## config.mk

```make
export PLATFORM = sky130hd
export DESIGN_NAME = approx_mul_acc_stage
export DESIGN_NICKNAME = d
export VERILOG_FILES = /design/src/rtl/approx_mul_acc_stage.sv
export SDC_FILE = /design/constraint.sdc
export NUM_CORES = 1
export LEC_CHECK = 0
export CAP_MARGIN = 20
export CORE_MARGIN = 1
export CORE_UTILIZATION = 55
export DETAILED_ROUTE_END_ITERATION = 16
export PLACE_DENSITY_LB_ADDON = 0.05
export SLEW_MARGIN = 10
export SYNTH_ARGS = -nofsm -noshare
export SYNTH_HDL_FRONTEND = slang
export SYNTH_SLANG_ARGS = --single-unit
export TNS_END_PERCENT = 100
```

## constraint.sdc

```tcl
create_clock -name clk -period 3.7 [get_ports clk]
set_clock_uncertainty 0.2 [all_clocks]
set_input_delay 0.74 -clock clk [delete_from_list [all_inputs] [get_ports clk]]
set_output_delay 0.74 -clock clk [all_outputs]
set_load 0.02 [all_outputs]
```

## src/rtl/approx_mul_acc_stage.sv

```systemverilog
// Purpose : sums a frame of approximate-multiplier products and presents sum, beat count and overflow flag.
// Latency : result valid the cycle after the in_last beat is accepted; held until out_ready.
// Backpressure: in_ready drops while a frame result waits for out_ready; beats are stalled, never dropped.
//
// Ports:
//   clk, rst_n                      rising-edge clock, asynchronous active-low reset
//   in_valid/in_ready/in_prod/in_last   product beat handshake (PROD_W-bit zero-extended product)
//   out_valid/out_ready             frame result handshake
//   out_sum [ACC_W], out_count [CNT_W], out_ovf   frame result (count saturates, ovf sticky per frame)
//
// Build option: define APPROX_ACC_SAT_EN to clamp the accumulator at all-ones after a carry out;
// left undefined, the accumulator wraps modulo 2^ACC_W. out_ovf is raised in both builds.
module approx_mul_acc_stage #(
    parameter int PROD_W = 24,
    parameter int ACC_W  = 32,
    parameter int CNT_W  = 10
) (
    input  logic              clk,
    input  logic              rst_n,
    input  logic              in_valid,
    output logic              in_ready,
    input  logic [PROD_W-1:0] in_prod,
    input  logic              in_last,
    output logic              out_valid,
    input  logic              out_ready,
    output logic [ACC_W-1:0]  out_sum,
    output logic [CNT_W-1:0]  out_count,
    output logic              out_ovf
);

    localparam logic [1:0] IDLE = 2'd0;
    localparam logic [1:0] ACC  = 2'd1;
    localparam logic [1:0] HOLD = 2'd2;

    logic [1:0]       state;
    logic [ACC_W-1:0] acc;
    logic [CNT_W-1:0] cnt;
    logic             ovf;

    logic             beat;
    logic [ACC_W:0]   sum_ext;
    logic             carry;
    logic [ACC_W-1:0] acc_nxt;
    logic [CNT_W-1:0] cnt_nxt;
    logic             ovf_nxt;

    // Gated by rst_n so the stage never advertises room while held in reset.
    assign in_ready = rst_n && (state != HOLD);
    assign beat     = in_valid && in_ready;

    // One extra bit captures the carry out of the ACC_W-bit accumulator.
    assign sum_ext = {1'b0, acc} + {{(ACC_W - PROD_W + 1){1'b0}}, in_prod};
    assign carry   = sum_ext[ACC_W];
    assign ovf_nxt = ovf || carry;

`ifdef APPROX_ACC_SAT_EN
    // Once the frame has overflowed, the accumulator stays pinned at all-ones.
    assign acc_nxt = ovf_nxt ? {ACC_W{1'b1}} : sum_ext[ACC_W-1:0];
`else
    assign acc_nxt = sum_ext[ACC_W-1:0];
`endif

    assign cnt_nxt = (&cnt) ? cnt : cnt + CNT_W'(1);

    always_ff @(posedge clk or negedge rst_n) begin
        if (!rst_n) begin
            state     <= IDLE;
            acc       <= '0;
            cnt       <= '0;
            ovf       <= 1'b0;
            out_valid <= 1'b0;
            out_sum   <= '0;
            out_count <= '0;
            out_ovf   <= 1'b0;
        end else begin
            case (state)
                IDLE, ACC: begin
                    if (beat) begin
                        acc <= acc_nxt;
                        cnt <= cnt_nxt;
                        ovf <= ovf_nxt;
                        if (in_last) begin
                            // Result registers take the final beat's contribution directly.
                            state     <= HOLD;
                            out_valid <= 1'b1;
                            out_sum   <= acc_nxt;
                            out_count <= cnt_nxt;
                            out_ovf   <= ovf_nxt;
                        end else begin
                            state <= ACC;
                        end
                    end
                end
                HOLD: begin
                    // out_valid is always 1 here, so out_ready alone completes the handshake.
                    // out_sum/out_count/out_ovf keep their value after it.
                    if (out_ready) begin
                        state     <= IDLE;
                        acc       <= '0;
                        cnt       <= '0;
                        ovf       <= 1'b0;
                        out_valid <= 1'b0;
                    end
                end
                default: begin
                    state <= IDLE;
                end
            endcase
        end
    end

endmodule

```

# ---- Word-level counts from Yosys, hierarchy flattened
# Cells that the tools add are included.
dict set report word_totals {
  ff_bits 89
  inputBits 29
  output_inout_bits 45
  wordCells 44
}
dict set report classes {
  add_sub_neg 2
  n_eq_ne 6
  muxes 17
  n_reduce_logical 11
}
# operator n
set op_table {}
lappend op_table {{32-bit two-way mux} 2}
lappend op_table {{32-bit one-hot mux with 2 select lines} 1}
lappend op_table {{32-bit by 24-bit adder with 33-bit output} 1}
lappend op_table {{10-bit two-way mux} 3}
lappend op_table {{10-bit one-hot mux with 2 select lines} 1}
lappend op_table {{10-bit by 1-bit adder with 10-bit output, second input constant} 1}
lappend op_table {{10-bit AND reduction} 1}
lappend op_table {{2-bit inequality test, second input constant} 4}
lappend op_table {{2-bit two-way mux} 3}
lappend op_table {{3-bit AND reduction} 2}
lappend op_table {{1-bit two-way mux} 4}
lappend op_table {{1-bit one-hot mux with 2 select lines} 2}
lappend op_table {{2-bit one-hot mux with 2 select lines} 1}
lappend op_table {{4-bit AND reduction} 1}
lappend op_table {{2-bit by 1-bit == test with 1-bit output, second input constant} 1}
lappend op_table {{2-bit == test, second input constant} 1}
lappend op_table {{1-bit logical AND} 2}
lappend op_table {{2-bit zero test} 1}
lappend op_table {{2-bit AND reduction} 1}
lappend op_table {{2-bit nonzero test} 1}
lappend op_table {{2-bit OR reduction} 1}
lappend op_table {{1-bit logical OR} 1}

# ---- Depth between registers and ports, before layout
dict set report depth {
  depth_word 5
  ltp_mapped 11
  ltp_nobuf 10
}

# ---- Worst setup path before layout
# Ideal clock, no wire load.
dict set report synth_timing {
  path_type {input-to-reg}
  startpoint {input in_prod[0]}
  endpoint {register out_sum[22]}
  setup_time_ns 0.125
  t_arrival_ns 3.322
  required_time_ns 3.375
  slack_ns 0.053
  cell_stages 10
  n_path_buf 0
  path_cell_list {ha_1 -> fa_1 -> a21o_1 -> a221oi_2 -> o22ai_2 -> a221o_1 -> a31o_1 -> a221o_1 -> xor2_1 -> mux2_4}
}
dict set report synth_between {
  elab_chain_len 1
}
# element line_no
set synth_rtl {}
lappend synth_rtl {{from (decl)} 22} ;# input logic [PROD_W-1:0] in_prod,
lappend synth_rtl {{32-bit by 24-bit adder with 33-bit output} 52} ;# assign sum_ext = {1'b0, acc} + {{(ACC_W - PROD_W + 1){1'b0}}, in_prod};
lappend synth_rtl {{to (signal assigned)} 86} ;# out_sum <= acc_nxt;
lappend synth_rtl {{to (decl)} 26} ;# output logic [ACC_W-1:0] out_sum,
# Every way passes these cells.
# A chain may end at the register's enable or synchronous reset.

# ---- Final worst setup path
# Same ends and word-level chain as after synthesis.

==> flow_summary_export.csv <==
group,metric,value,unit
outcome,status,"completed",
setup_path,cp-start-kind,"primary input",
logic_synthesis,ys_ff_latch,89,
clock_tree,cts_max_path_buffers,2,
setup_path,critPathCaptureType,"register",
routing,vias_per_cell,5.73,
timing,setup_violations,0,
floorplanning,die-area,9290,um^2
timing,max_freq,0.278,GHz
timing,hold_viol,0,
final_layout,nFillCells,716,
setup_path,path_class,"in -> reg",
global_routing,track_usage,0.262,
final_layout,layout_commonest_cell,"nand2_1",
logic_synthesis,synth_edf_count,0,
setup_path,critPathSlowestCell,"clkdlybuf4s50_1",
final_layout,final_nets,668,
timing,maxSlewViolCount,0,
logic_synthesis,ys_types,45,
logic_synthesis,yosysSeqAreaShare,0.454,
logic_synthesis,synth_warnings,0,
setup_path,crit_chain,"clkdlybuf4s50_1 > ha_1 > fa_2 > a21o_1 > a221oi_4 > o22ai_2 > a221o_1 > a31o_1 > a221o_1 > xor2_1 > mux2_4",
final_layout,drive_gt1_frac,0.118,
logic_synthesis,async_reset_ff_frac,1.00,
routing,drt_iter0_drc,164,
setup_path,critical_path.startpoint,"in_prod[0]",
timing,setup_slack,0.0966,ns
setup_path,path_max_fanout,2,
timing,slew_headroom,0.541,
setup_path,crit_top_cell,"a221o_1",
floorplanning,io-pin-count,74,
placed_design,port_buffers,73,
clock_tree,clkSinkCount,89,
floorplanning,start_util,0.565,
floorplanning,dieWidth,96.4,um
flow_run,max_cap_violations,0,
clock_tree,clk_pin_slew_worst_paths,0.09,ns
clock_tree,cts_tree,"done",
power,leakagePower,2.76,nW
setup_path,worstPathArrival,3.64,ns
global_routing,antenna_found_initial,0,
logic_synthesis,post_synth.cell_area_avg,9.42,um^2
routing,antenna_left,0,
final_layout,layout_common_cells,"nand2_1 (91), dfrtp_1 (89), clkdlybuf4s50_1 (72)",
floorplanning,dieHeight,96.4,um
logic_synthesis,synth_area,4900,um^2
placed_design,dp_hpwl,8270,um
setup_path,required,3.74,ns
routing,dr.pass1.iters,4,
floorplanning,num_rows,34,
timing,worst_slew_pin_slew,0.688,ns
timing,grt_setup_unrepaired,"no",
timing,tns,0,ns
global_routing,grt_max_degree,55,
routing,route.detailed.drc,0,
global_routing,grt_pass1_vias,3951,
global_routing,grt_pass1_wl,18700,um
final_layout,seq_area,2230,um^2
setup_path,max_stage_delay,0.41,ns
routing,routedWlPerCell,15.8,um
min_path,min_from,"out_sum[13]",
timing,fin_crit,3.60,ns
final_layout,n_antenna_cell,0,
routing,vias,4157,
final_layout,multi_input_area,2560,um^2
clock_tree,clk_latency,0.36,ns
floorplanning,core-area,8680,um^2
setup_path,r2r_slack,0.53,ns
global_routing,gr-total-overflow,0,
setup_path,r2r_start,"acc[0]",
power,p_per_area,751,nW/um^2
routing,routed_wl,11500,um
placed_design,dp_slack,-0.502,ns
clock_tree,cts_max_level,3,
logic_synthesis,synthCells,520,
clock_tree,cts_root_buf,"clkbuf_8",
clock_tree,numCtsBuffers,9,
min_path,hold_class,"reg -> reg",
power,ir_worst_vdd,0.427,mV
logic_synthesis,synth_ff_type,"dfrtp_1",
timing,min_period_over_period,0.974,
logic_synthesis,syn-num-nets,575,
placed_design,gp_congestion,0.930,
final_layout,areaGrowthSynthToFinish,25.1,%
==> final timing paths <==
check                                    to  cells after the start
worst max-delay path            out_sum[22]                     11
worst min-delay path            out_sum[13]                      2
worst max register to register  out_sum[22]                     10
worst min register to register  out_sum[13]                      2
max in group asynchronous           acc[16]                      3
min in group asynchronous            cnt[0]                      2
==> report_power, final <==
group | total (mW) | switching, mW | internal [mW] | leakage (nW)
registers | 1.53 | 0.228 | 1.30 | 1.14
logic | 2.44 | 1.27 | 1.17 | 1.53
clock network | 0.632 | 0.365 | 0.267 | 0.0863
total | 4.61 | 1.86 | 2.74 | 2.76
==> what timing repair did <==
item / CTS / global route
endpoints found under the setup margin: 9 / 3
gates resized for setup: 2 / 0
cloned: 0 / 0
hold buffers: 1 / 0
pin swaps: 1 / 4
buffers inserted: 1 / 0
endpoints found under the hold margin: 2 / 0
==> flip-flops by register name (all words and copies together) (netlist names) <==
| name | flops |
|---|---|
| acc | 32 |
| out_sum | 32 |
| out_valid | 1 |
| cnt | 10 |
| state | 2 |
| ovf | 1 |
| out_count | 10 |
| out_ovf | 1 |
==> stage by stage <==
step / area, um^2 / power (mW) / instances / hold slack, ns / utilization
global placement: 5920 / 3.88 / 708 / 0.258 / 0.682
global route: 6130 / 4.94 / 726 / 0.310 / 0.706
detailed placement: 5920 / 3.95 / 708 / 0.262 / 0.682
finish: 6130 / 4.61 / 726 / 0.281 / 0.706
CTS: 6130 / 4.62 / 726 / 0.287 / 0.706
floorplan: 4900 / 3.05 / 520 / 0.244 / -
==> cell type report <==
class	instances	area share
clock buffers	11	0.0231
well taps	108	0.0220
multi-input cells	397	0.418
flip-flops and latches	89	0.363
inverters	8	0.00490
clock inverters	5	0.00612
repair buffers	108	0.162
==> cell families (layout without fill, tap and decap cells) <==
group / Yosys count / in the layout / synth area share
mux: 15 / 15 / 0.0350
simple gates: 164 / 164 / 0.149
flops: 89 / 89 / 0.454
xor+xnor: 32 / 32 / 0.0572
buf+inv: 34 / 132 / 0.0260
compound gates: 160 / 160 / 0.211
fa+ha+maj: 26 / 26 / 0.0679
==> synth_stat cells, drive strengths merged, types with 2 or more instances <==
library cell	instances	share of area
nor2	24	0.018
nand3	12	0.012
dfrtp	89	0.45
nand4	7	0.0089
a221o	3	0.0061
a31oi	10	0.013
a21o	8	0.012
o21ai	55	0.056
ha	25	0.064
nand2b	3	0.0038
o21a	5	0.0077
inv	8	0.0061
o211ai	9	0.014
clkbuf	25	0.019
and2	6	0.0077
a211oi	2	0.0031
nand3b	2	0.0031
and3	6	0.0077
xnor2	22	0.039
or4	3	0.0046
a32o	2	0.0041
a21oi	33	0.034
or2	4	0.0051
nand2	91	0.070
or3	3	0.0038
mux2	14	0.033
a22o	23	0.041
xor2	10	0.018
==> critical path, delay by kind of cell <==
kind            cells  cell delay [ns]
fa+ha+maj           2             0.58
xor+xnor            1             0.16
mux                 1             0.26
buf+inv             1             0.41
compound gates      6             1.50
==> layer usage <==
metal / global-route usage / wire length, um
met5: 0 / 0
met4: 0.0699 / 172
met3: 0.0603 / 495
met2: 0.424 / 5400
met1: 0.355 / 5380
Note: power is estimated with default switching activity, not from simulation.
